===== src/rtl/pwm_pkg.sv =====
// Shared widths, per-channel lane record and the phase-wrapped local count helper
// for the multiphase complementary PWM.
package pwm_pkg;

    localparam int PWM_CNT_W  = 12;
    localparam int PWM_DT_W   = 8;
    // Lane fields are sized for the widest supported counter; narrower counters zero-extend.
    localparam int PWM_LANE_W = 16;

    typedef struct packed {
        logic [PWM_LANE_W-1:0] duty;
        logic [PWM_LANE_W-1:0] phase;
    } pwm_lane_t;

    // Local count of a channel: cnt advanced by its phase, wrapped into [0, eff_per).
    // A phase that does not fit inside the period behaves as no phase at all.
    function automatic logic [PWM_LANE_W-1:0] local_count(
        input logic [PWM_LANE_W-1:0] cnt,
        input logic [PWM_LANE_W-1:0] phase,
        input logic [PWM_LANE_W-1:0] eff_per
    );
        logic [PWM_LANE_W:0]   sum;
        logic [PWM_LANE_W-1:0] ph;
        ph  = (phase >= eff_per) ? '0 : phase;
        sum = {1'b0, cnt} + {1'b0, ph};
        if (sum >= {1'b0, eff_per}) begin
            sum = sum - {1'b0, eff_per};
        end
        return sum[PWM_LANE_W-1:0];
    endfunction

endpackage


===== src/rtl/pwm_deadband.sv =====
// One complementary output pair: tracks how long raw has been stable and only
// drives a gate once that stable time reaches the dead time.
module pwm_deadband
    import pwm_pkg::*;
#(
    parameter int DT_W = PWM_DT_W
) (
    input  logic            clk,
    input  logic            rst_n,
    input  logic            clr,
    input  logic            raw,
    input  logic            kill,
    input  logic [DT_W-1:0] dt,
    output logic            pwm_hi,
    output logic            pwm_lo
);

    logic            raw_q;
    logic [DT_W-1:0] dtc_q;
    logic [DT_W-1:0] dtc;
    logic            settled;

    // Any edge on raw restarts the stable-time count in the same cycle.
    assign dtc     = (raw != raw_q) ? '0 : dtc_q;
    assign settled = (dtc >= dt) && !kill;

    always_ff @(posedge clk or negedge rst_n) begin
        if (!rst_n) begin
            raw_q  <= 1'b0;
            dtc_q  <= '0;
            pwm_hi <= 1'b0;
            pwm_lo <= 1'b0;
        end else if (clr) begin
            raw_q  <= 1'b0;
            dtc_q  <= '0;
            pwm_hi <= 1'b0;
            pwm_lo <= 1'b0;
        end else begin
            raw_q  <= raw;
            dtc_q  <= (&dtc) ? dtc : dtc + DT_W'(1);
            pwm_hi <= raw & settled;
            pwm_lo <= ~raw & settled;
        end
    end

endmodule


===== src/rtl/pwm_multiphase_dt.sv =====
// N-channel complementary PWM with per-channel duty/phase, dead band, shadowed
// updates applied at period wrap, latched fault shutdown and an ADC trigger strobe.
module pwm_multiphase_dt
    import pwm_pkg::*;
#(
    parameter int CH      = 2,
    parameter int CNT_W   = PWM_CNT_W,
    parameter int DT_W    = PWM_DT_W,
    parameter int PER_RST = 800,
    parameter int DT_RST  = 20
) (
    input  logic                clk,
    input  logic                rst_n,
    input  logic                en,
    input  logic [CNT_W-1:0]    period,
    input  logic [CH*CNT_W-1:0] duty,
    input  logic [CH*CNT_W-1:0] phase,
    input  logic [DT_W-1:0]     dead_time,
    input  logic [CNT_W-1:0]    trig_pt,
    input  logic                upd,
    output logic                upd_pend,
    output logic                upd_done,
    input  logic                fault,
    input  logic                fault_clr,
    output logic                faulted,
    output logic [CH-1:0]       pwm_hi,
    output logic [CH-1:0]       pwm_lo,
    output logic                adc_trig
);

    localparam logic [CNT_W-1:0] PER_RST_V = CNT_W'(PER_RST);
    localparam logic [DT_W-1:0]  DT_RST_V  = DT_W'(DT_RST);

    logic [CNT_W-1:0] cnt;
    logic [CNT_W-1:0] eff_per;
    logic             wrap;
    logic             load_act;
    logic             kill;
    logic             out_block;

    logic [CNT_W-1:0] per_a, per_s;
    logic [CNT_W-1:0] trig_a, trig_s;
    logic [DT_W-1:0]  dt_a, dt_s;
    pwm_lane_t        lane_a [CH];
    pwm_lane_t        lane_s [CH];

    assign eff_per  = (per_a < CNT_W'(2)) ? CNT_W'(2) : per_a;
    assign wrap     = en && (cnt == eff_per - CNT_W'(1));
    assign load_act = !en || wrap;
    // The fault input gates outputs combinationally so the edge that latches it already drives 0.
    assign kill     = fault || faulted || out_block;

    always_ff @(posedge clk or negedge rst_n) begin
        if (!rst_n) begin
            cnt <= '0;
        end else if (load_act) begin
            cnt <= '0;
        end else begin
            cnt <= cnt + CNT_W'(1);
        end
    end

    // Update handshake: upd is a single-cycle strobe that is always accepted (no back-pressure);
    // it writes the shadow bank and raises upd_pend. upd_pend stays high until the next wrap
    // copies shadow to active, and upd_done pulses for exactly one cycle after that copy.
    // An upd landing on the wrap cycle itself is held for the following wrap.
    always_ff @(posedge clk or negedge rst_n) begin
        if (!rst_n) begin
            per_a  <= PER_RST_V;
            per_s  <= PER_RST_V;
            dt_a   <= DT_RST_V;
            dt_s   <= DT_RST_V;
            trig_a <= '0;
            trig_s <= '0;
            for (int k = 0; k < CH; k++) begin
                lane_a[k] <= '0;
                lane_s[k] <= '0;
            end
        end else begin
            if (load_act) begin
                per_a  <= per_s;
                dt_a   <= dt_s;
                trig_a <= trig_s;
                for (int k = 0; k < CH; k++) begin
                    lane_a[k] <= lane_s[k];
                end
            end
            if (upd) begin
                per_s  <= period;
                dt_s   <= dead_time;
                trig_s <= trig_pt;
                for (int k = 0; k < CH; k++) begin
                    lane_s[k].duty  <= PWM_LANE_W'(duty[k*CNT_W +: CNT_W]);
                    lane_s[k].phase <= PWM_LANE_W'(phase[k*CNT_W +: CNT_W]);
                end
            end
        end
    end

    always_ff @(posedge clk or negedge rst_n) begin
        if (!rst_n) begin
            upd_pend <= 1'b0;
            upd_done <= 1'b0;
        end else begin
            upd_done <= wrap && upd_pend;
            if (!en) begin
                upd_pend <= 1'b0;
            end else if (upd) begin
                upd_pend <= 1'b1;
            end else if (wrap) begin
                upd_pend <= 1'b0;
            end
        end
    end

    // After fault_clr the outputs stay parked until a wrap seen with the latch already clear.
    always_ff @(posedge clk or negedge rst_n) begin
        if (!rst_n) begin
            faulted   <= 1'b0;
            out_block <= 1'b0;
        end else begin
            if (fault) begin
                faulted <= 1'b1;
            end else if (fault_clr) begin
                faulted <= 1'b0;
            end
            if (fault) begin
                out_block <= 1'b1;
            end else if (wrap && !faulted) begin
                out_block <= 1'b0;
            end
        end
    end

    always_ff @(posedge clk or negedge rst_n) begin
        if (!rst_n) begin
            adc_trig <= 1'b0;
        end else begin
            adc_trig <= en && (cnt == trig_a) && (trig_a < eff_per);
        end
    end

    for (genvar k = 0; k < CH; k++) begin : g_ch
        logic [PWM_LANE_W-1:0] lc;
        logic                  raw;

        assign lc  = local_count(PWM_LANE_W'(cnt), lane_a[k].phase, PWM_LANE_W'(eff_per));
        assign raw = (lc < lane_a[k].duty);

        pwm_deadband #(
            .DT_W (DT_W)
        ) u_db (
            .clk    (clk),
            .rst_n  (rst_n),
            .clr    (!en),
            .raw    (raw),
            .kill   (kill),
            .dt     (dt_a),
            .pwm_hi (pwm_hi[k]),
            .pwm_lo (pwm_lo[k])
        );
    end

endmodule

===== config.mk =====
export PLATFORM = sky130hd
export DESIGN_NAME = pwm_multiphase_dt
export DESIGN_NICKNAME = d
export VERILOG_FILES = /design/src/rtl/pwm_pkg.sv /design/src/rtl/pwm_deadband.sv /design/src/rtl/pwm_multiphase_dt.sv
export SDC_FILE = /design/constraint.sdc
export NUM_CORES = 1
export LEC_CHECK = 0
export ABC_AREA = 1
export CAP_MARGIN = 20
export CORE_UTILIZATION = 30
export CTS_BUF_LIST = sky130_fd_sc_hd__clkbuf_2
export CTS_CLUSTER_SIZE = 20
export DETAILED_ROUTE_END_ITERATION = 10
export GPL_TIMING_DRIVEN = 0
export HOLD_SLACK_MARGIN = 0.02
export SLEW_MARGIN = 20
export SYNTH_ARGS = -nofsm -noshare
export SYNTH_HDL_FRONTEND = slang
export SYNTH_SLANG_ARGS = --single-unit

===== constraint.sdc =====
create_clock -name clk -period 14.6 [get_ports clk]
set_input_delay 1.46 -clock clk [delete_from_list [all_inputs] [get_ports clk]]
set_output_delay 1.46 -clock clk [all_outputs]
set_load 0.1 [all_outputs]

; ---- Yosys cells after proc, flatten, opt, wreduce, memory -nomap -nowiden
; Index checks and enable logic that the tools add are counted.
; W data, S select, Z words.
[word_totals]
reg_bits = 199
input_bits = 86
wordCells = 99
[classes]
add_sub_neg = 8
n_lt_le_gt_ge = 10
eq_ne = 5
n_mux = 25
bitwise = 6
reduce_logical = 17
[op_table]
columns = cell, n
row1 = $mux W12, 4
row2 = $mux W8, 6
row3 = $lt A16 B12 Y1, 2
row4 = $mux W16, 2
row5 = $sub A13 B12 Y14, 2
row6 = $add A12 B12 Y13, 2
row7 = $ge A13 B12 Y1, 2
row8 = $eq A12 B12 Y1, 2
row9 = $ge A12 B12 Y1, 2
row10 = $add A8 B1 Y8 const B, 2
row11 = $ge A8 B8 Y1, 2
row12 = $reduce_and A8 Y1, 2
row13 = $mux W1, 13
row14 = $add A12 B1 Y12 const B, 1
row15 = $lt A12 B12 Y1, 1
row16 = $lt A12 B2 Y1 const B, 1
row17 = $sub A12 B1 Y12 const B, 1
row18 = $logic_and A1 B1 Y1, 7
row19 = $and A1 B1 Y1, 4
row20 = $reduce_bool A2 Y1, 2
row21 = $logic_not A1 Y1, 3
row22 = $logic_or A1 B1 Y1, 3
row23 = $ne A3 B1 Y1 const B, 1
row24 = $ne A1 B1 Y1, 2
row25 = $not A1 Y1, 2

; ---- Longest topological paths before layout
[depth]
ltp_word = 14
ltp_mapped = 70
depth_no_buf = 68

; ---- By module
; From an unflattened synthesis, not the netlist that was laid out.
[unflattened]
hier_cells = 1657
area_unflattened_um2 = 13487.9
[modules_own_cells]
columns = module, instances, cells_each, area_each_um2
row1 = pwm_multiphase_dt, 1, 1405, 11591.1
row2 = pwm_deadband, 2, 126, 948.4

; ---- Least setup slack after synthesis
; Ideal clock, no wire load.
[synth_timing]
path_type = reg-to-reg
startpoint = reg per_a[7]
endpoint = reg g_ch[0].u_db.pwm_hi
setup_ps = 137
arrival_ps = 7871
setup_slack_ps = 6592
stages_incl_launch_ff = 59
path_buffers = 3
synth_period_minus_slack_ps = 8008
cell_sequence = dfrtp_1 inv_1 nand3_1 nor2_1 nand3_1 nand2_1 inv_2 ha_1 a21boi_0 o21a_1 o21a_1 o21a_1 o21ai_0 a21oi_1 o311ai_0 nand2_1 nand3_1 nand2_1 [... 23 more ...] nor2_1 a211oi_1 nand2_1 nand2_2 nand2_4 nand2_4 nand3_1 ha_1 o21ai_0 nand2_1 a21oi_1 o21bai_1 a21oi_1 o21bai_1 a21oi_1 nor2_1 o21ai_0 nor3_1
[synth_between]
elab_chain_len = 14
word_cells_on_any_way = 15
[synth_lines]
columns = item, line
row1 = "start, declared", pwm_multiphase_dt.sv:41  ; logic [CNT_W-1:0] per_a, per_s;
row2 = "start signal, assigned", pwm_multiphase_dt.sv:81  ; per_a <= per_s;
row3 = $lt A12 B2 Y1, pwm_multiphase_dt.sv:47  ; assign eff_per = (per_a < CNT_W'(2)) ? CNT_W'(2) : per_a;
row4 = $mux W12 *, pwm_multiphase_dt.sv:47
row5 = $ge A12 B12 Y1, pwm_pkg.sv:24  ; ph = (phase >= eff_per) ? '0 : phase;
row6 = $mux W12, pwm_pkg.sv:24
row7 = $add A12 B12 Y13, pwm_pkg.sv:25  ; sum = {1'b0, cnt} + {1'b0, ph};
row8 = $sub A13 B12 Y14 or $ge A13 B12 Y1 (tied branches), "pwm_pkg.sv:27, pwm_pkg.sv:26"
row9 = $mux W16 *, pwm_pkg.sv:26  ; if (sum >= {1'b0, eff_per}) begin
row10 = $lt A16 B12 Y1 *, pwm_multiphase_dt.sv:148  ; assign raw = (lc < lane_a[k].duty);
row11 = $ne A1 B1 Y1, pwm_deadband.sv:24  ; assign dtc = (raw != raw_q) ? '0 : dtc_q;
row12 = $mux W8, pwm_deadband.sv:24
row13 = $ge A8 B8 Y1, pwm_deadband.sv:25  ; assign settled = (dtc >= dt) && !kill;
row14 = $logic_and A1 B1 Y1, pwm_deadband.sv:25
row15 = $and A1 B1 Y1 *, pwm_deadband.sv:41  ; pwm_hi <= raw & settled;
row16 = $mux W1 *, pwm_deadband.sv:33  ; end else if (clr) begin
row17 = "end signal, assigned", pwm_deadband.sv:41
row18 = "end, declared", pwm_deadband.sv:14  ; output logic pwm_hi,
; Mark *: on every way between the ends. The rest lies on a longest branch, timed or not.
; A chain may end at the register's enable or synchronous reset.

; ---- Worst setup path after layout
[layout_timing]
startpoint = reg per_a[6]
endpoint = reg g_ch[0].u_db.pwm_hi
; The elaborated chain is that of the path after synthesis.

==> metrics.md <==
| Metric | Value |
|---|---|
| Max Transition Viols Final | 0 |
| Total Routing Usage GR | 0.170 |
| Num CTS Buffers | 17 |
| Slew @ Worst Pin | 0.971 ns |
| Status | finished, final reports clean |
| Cell row count | 74 |
| Slack of the worst reg-to-reg path | 4.31 ns |
| Sw Share | 0.432 |
| IO Port Bufs | 93 |
| Hold slack | 0.380 ns |
| Initial core utilization | 0.307 |
| Synth top area share | 0.373 |
| Seq/Total Area, Yosys | 0.394 |
| Adder-cell share of the synthesized area | 0.130 |
| Area Growth Syn to Fin | 15.2% |
| ANT nets after route | 0 |
| Final hold violation count | 0 |
| Synth cell count leaders | 498 x nand2_1, 202 x inv_1, 189 x dfrtp_1 |
| Synth Flop Type | dfrtp_1 |
| Drt drc | 0 |
| Root buffer cell | clkbuf_2 |
| Chip height | 208 µm |
| Net Count, Synth | 1830 |
| Final net count | 1944 |
| Unique masters post-synth | 54 |
| Util after Layout | 0.353 |
| Setup CP Type | reg -> reg |
| Initial antenna violation count | 1 |
| Yosys warns | 0 |
| Syn avg cell area | 7.85 µm² |
| Total grt overflow | 0 |
| Seq cells post-synth | 199 |
| Part of the cycle the worst path needs | 0.705 |
| Routability cong. | 0.906 |
| Peak supply drop | 0.0000460 V |
| Setup TNS | 0 ns |
| EDFF count, synth | 0 |
| Critical Path Start Type | flop |
| Top Ports | 94 |
| Skew final | 0.0655 ns |
| Post-Syn Area | 0.0127 mm² |
| Largest net degree at the start of global routing | 89 |
| CP arrival | 11.13 ns |
| Crit path max fanout | 10 |
| Hold buffers post-CTS | 0 |
| H-tree levels | 4 |
| Core footprint | 0.0413 mm² |
| CTS tree | built |
| PwrDens | 112 mW/mm² |
| Setup slack at placement | 4.38 ns |
| Slowest-stage cell, CP | dfrtp_1 |
| Critical Path End Type | flop |
| CTS Sinks | 199 |
| Clk buf depth | 2 |
| Share of post-route cells with drive strength above 1 | 0.0672 |
| Total power draw | 1.64 mW |
| RSZ-0062 raised after global routing | no |
| Reg power frac | 0.390 |
| Drt pass-1 iters | 5 |
| HP Class | in -> async |
| Cell Int Power | 932 µW |
| NetSw | 708 µW |
| Final WL | 35000 µm |
| Cell accounting for the most synthesized area | dfrtp_1 |
| # Max-Cap Violations | 0 |
| Area share of and/or/nand/nor cells after synthesis | 0.236 |
| Worst rel slew slack | 0.350 |
| DR vias/cell | 4.68 |
| Largest stage delay on the critical path | 0.48 ns |
| First-pass GRT wire length | 57700 µm |
| Die area | 0.0431 mm² |
| Compound-Gate Fraction of Synth Area | 0.110 |
| Combinational share of power | 0.433 |
| Top-count cell post-synth | nand2_1 |
| Vias after detailed routing | 10645 |
| Vias in the first global route | 10942 |
| Reg clk slew, reported paths | 0.35 ns |
| DP Area | 0.0143 mm² |
| Post-route worst setup slack | 4.31 ns |
| Post-synthesis xor/xnor area fraction | 0.0428 |
| Most frequent CP cell | nand2_1 |
| Clock network power share | 0.177 |
| Final non-filler cell total | 2275 |
| DP Wirelength | 26900 µm |
| Routed WL per cell | 15.4 µm |
| Required @ worst endpoint | 15.43 ns |
| Top post-synthesis cells by area | dfrtp_1 37%, nand2_1 15%, ha_1 12%, inv_1 6.0%, nor2_1 3.4% |
| Fillers | 4354 |
| Mux share of post-synthesis cell area | 0.00267 |
| Post_cts resized | 0 |
| Clock Latency Late Sink | 0.92 ns |
| Post-CTS setup buffers | 0 |
| DIE WIDTH | 208 µm |
| Initial DRC Count | 646 |
| Main combinational cell family by area after synthesis | simple AND/OR/NAND/NOR gates |
| Max Freq | 97.2 MHz |
| Async set-reset flop share out of synthesis | 1.00 |
| Final setup vio count | 0 |
| Leakage | 7.44 nW |
| Placed Instances | 2242 |
| Tmin final | 10.29 ns |
| Cells after synthesis | 1615 |
| Finished Cell Area | 0.0146 mm² |
sequential cells by signal, summed over array words and instances, names as in the netlist:
name / count
trig_a: 12
g_ch.u_db.dtc_q: 16
lane_s: 48
trig_s: 12
cnt: 12
lane_a: 48
upd_pend: 1
per_a: 12
dt_a: 8
dt_s: 8
g_ch.u_db.pwm_lo: 2
per_s: 12
faulted: 1
adc_trig: 1
g_ch.u_db.pwm_hi: 2
g_ch.u_db.raw_q: 2
out_block: 1
upd_done: 1
cell usage in the layout, fill, tap and decap left out, types with 5 or more instances in the layout:
cell and instances:
a211oi_1 7, a21oi_1 70, a31oi_1 10, buf_4 8, buf_6 11, clkbuf_1 23
clkbuf_2 18, clkdlybuf4s50_1 92, dfrtp_1 189, dfstp_2 10, ha_1 125, inv_1 202
inv_8 5, nand2_1 498, nand2_2 10, nand3_1 39, nand3_2 8, nand4_1 7
nor2_1 114, nor2_2 7, nor3_1 18, o21ai_0 61, o21ai_1 59, o21bai_1 10
o22ai_1 9, xnor2_1 17, xor2_1 45
power groups by stage:
| stage | logic [mW] | clock network [mW] | registers [mW] |
|---|---|---|---|
| final | 0.710 | 0.291 | 0.640 |
| after global routing | 0.818 | 0.322 | 0.647 |
| after CTS | 0.716 | 0.301 | 0.640 |
| after detailed placement | 0.711 | 0 | 0.649 |
| after global placement | 0.697 | 0 | 0.649 |
| after floorplan | 0.514 | 0 | 0.642 |
per-layer routing:
layer	global-route usage	vias to the layer above	wire, µm
met5	0	-	0
met4	0.0414	0	510
met3	0.0245	29	1410
met2	0.297	181	16700
met1	0.220	5027	16300
li1	-	5408	-
worst max-delay path, delay by kind of cell, from the launching register on:
kind,cells,cell delay [ns]
simple gates,25,3.07
buf+inv,8,1.57
xor+xnor,1,0.28
flops,1,0.48
compound gates,19,2.98
fa+ha+maj,6,1.81
cells by family after synthesis:
family,after synthesis
AOI/OAI and AO/OA,248
xor gates and xnor gates,62
adders and majority gates,129
buffers and inverters,254
DFF,199
muxes,3
and+or+nand+nor,720
path summary, 6_finish.rpt:
| kind | start | to | cells after the start |
|---|---|---|---|
| max reg2reg | per_a[6] | g_ch[0].u_db.pwm_hi | 59 |
| min in group clk | dt_s[2] | dt_a[2] | 2 |
| max | per_a[6] | g_ch[0].u_db.pwm_hi | 59 |
| min reg2reg | dt_s[2] | dt_a[2] | 2 |
| min | rst_n | trig_s[5] | 1 |
| max in group asynchronous | rst_n | dt_s[2] | 2 |
area by class of cell:
| type | instances | area, µm² | area share |
|---|---|---|---|
| antenna | 1 | 2.50 | 0.000171 |
| buffer | 48 | 298 | 0.0204 |
| clock buffer | 17 | 85.1 | 0.00583 |
| clock inverter | 15 | 176 | 0.0121 |
| inverter | 206 | 773 | 0.0530 |
| multi-input combinational | 1162 | 6610 | 0.453 |
| sequential | 199 | 4990 | 0.342 |
| tap | 532 | 666 | 0.0456 |
| timing repair buffer | 95 | 991 | 0.0679 |
Power figures use the tool's default switching activity.
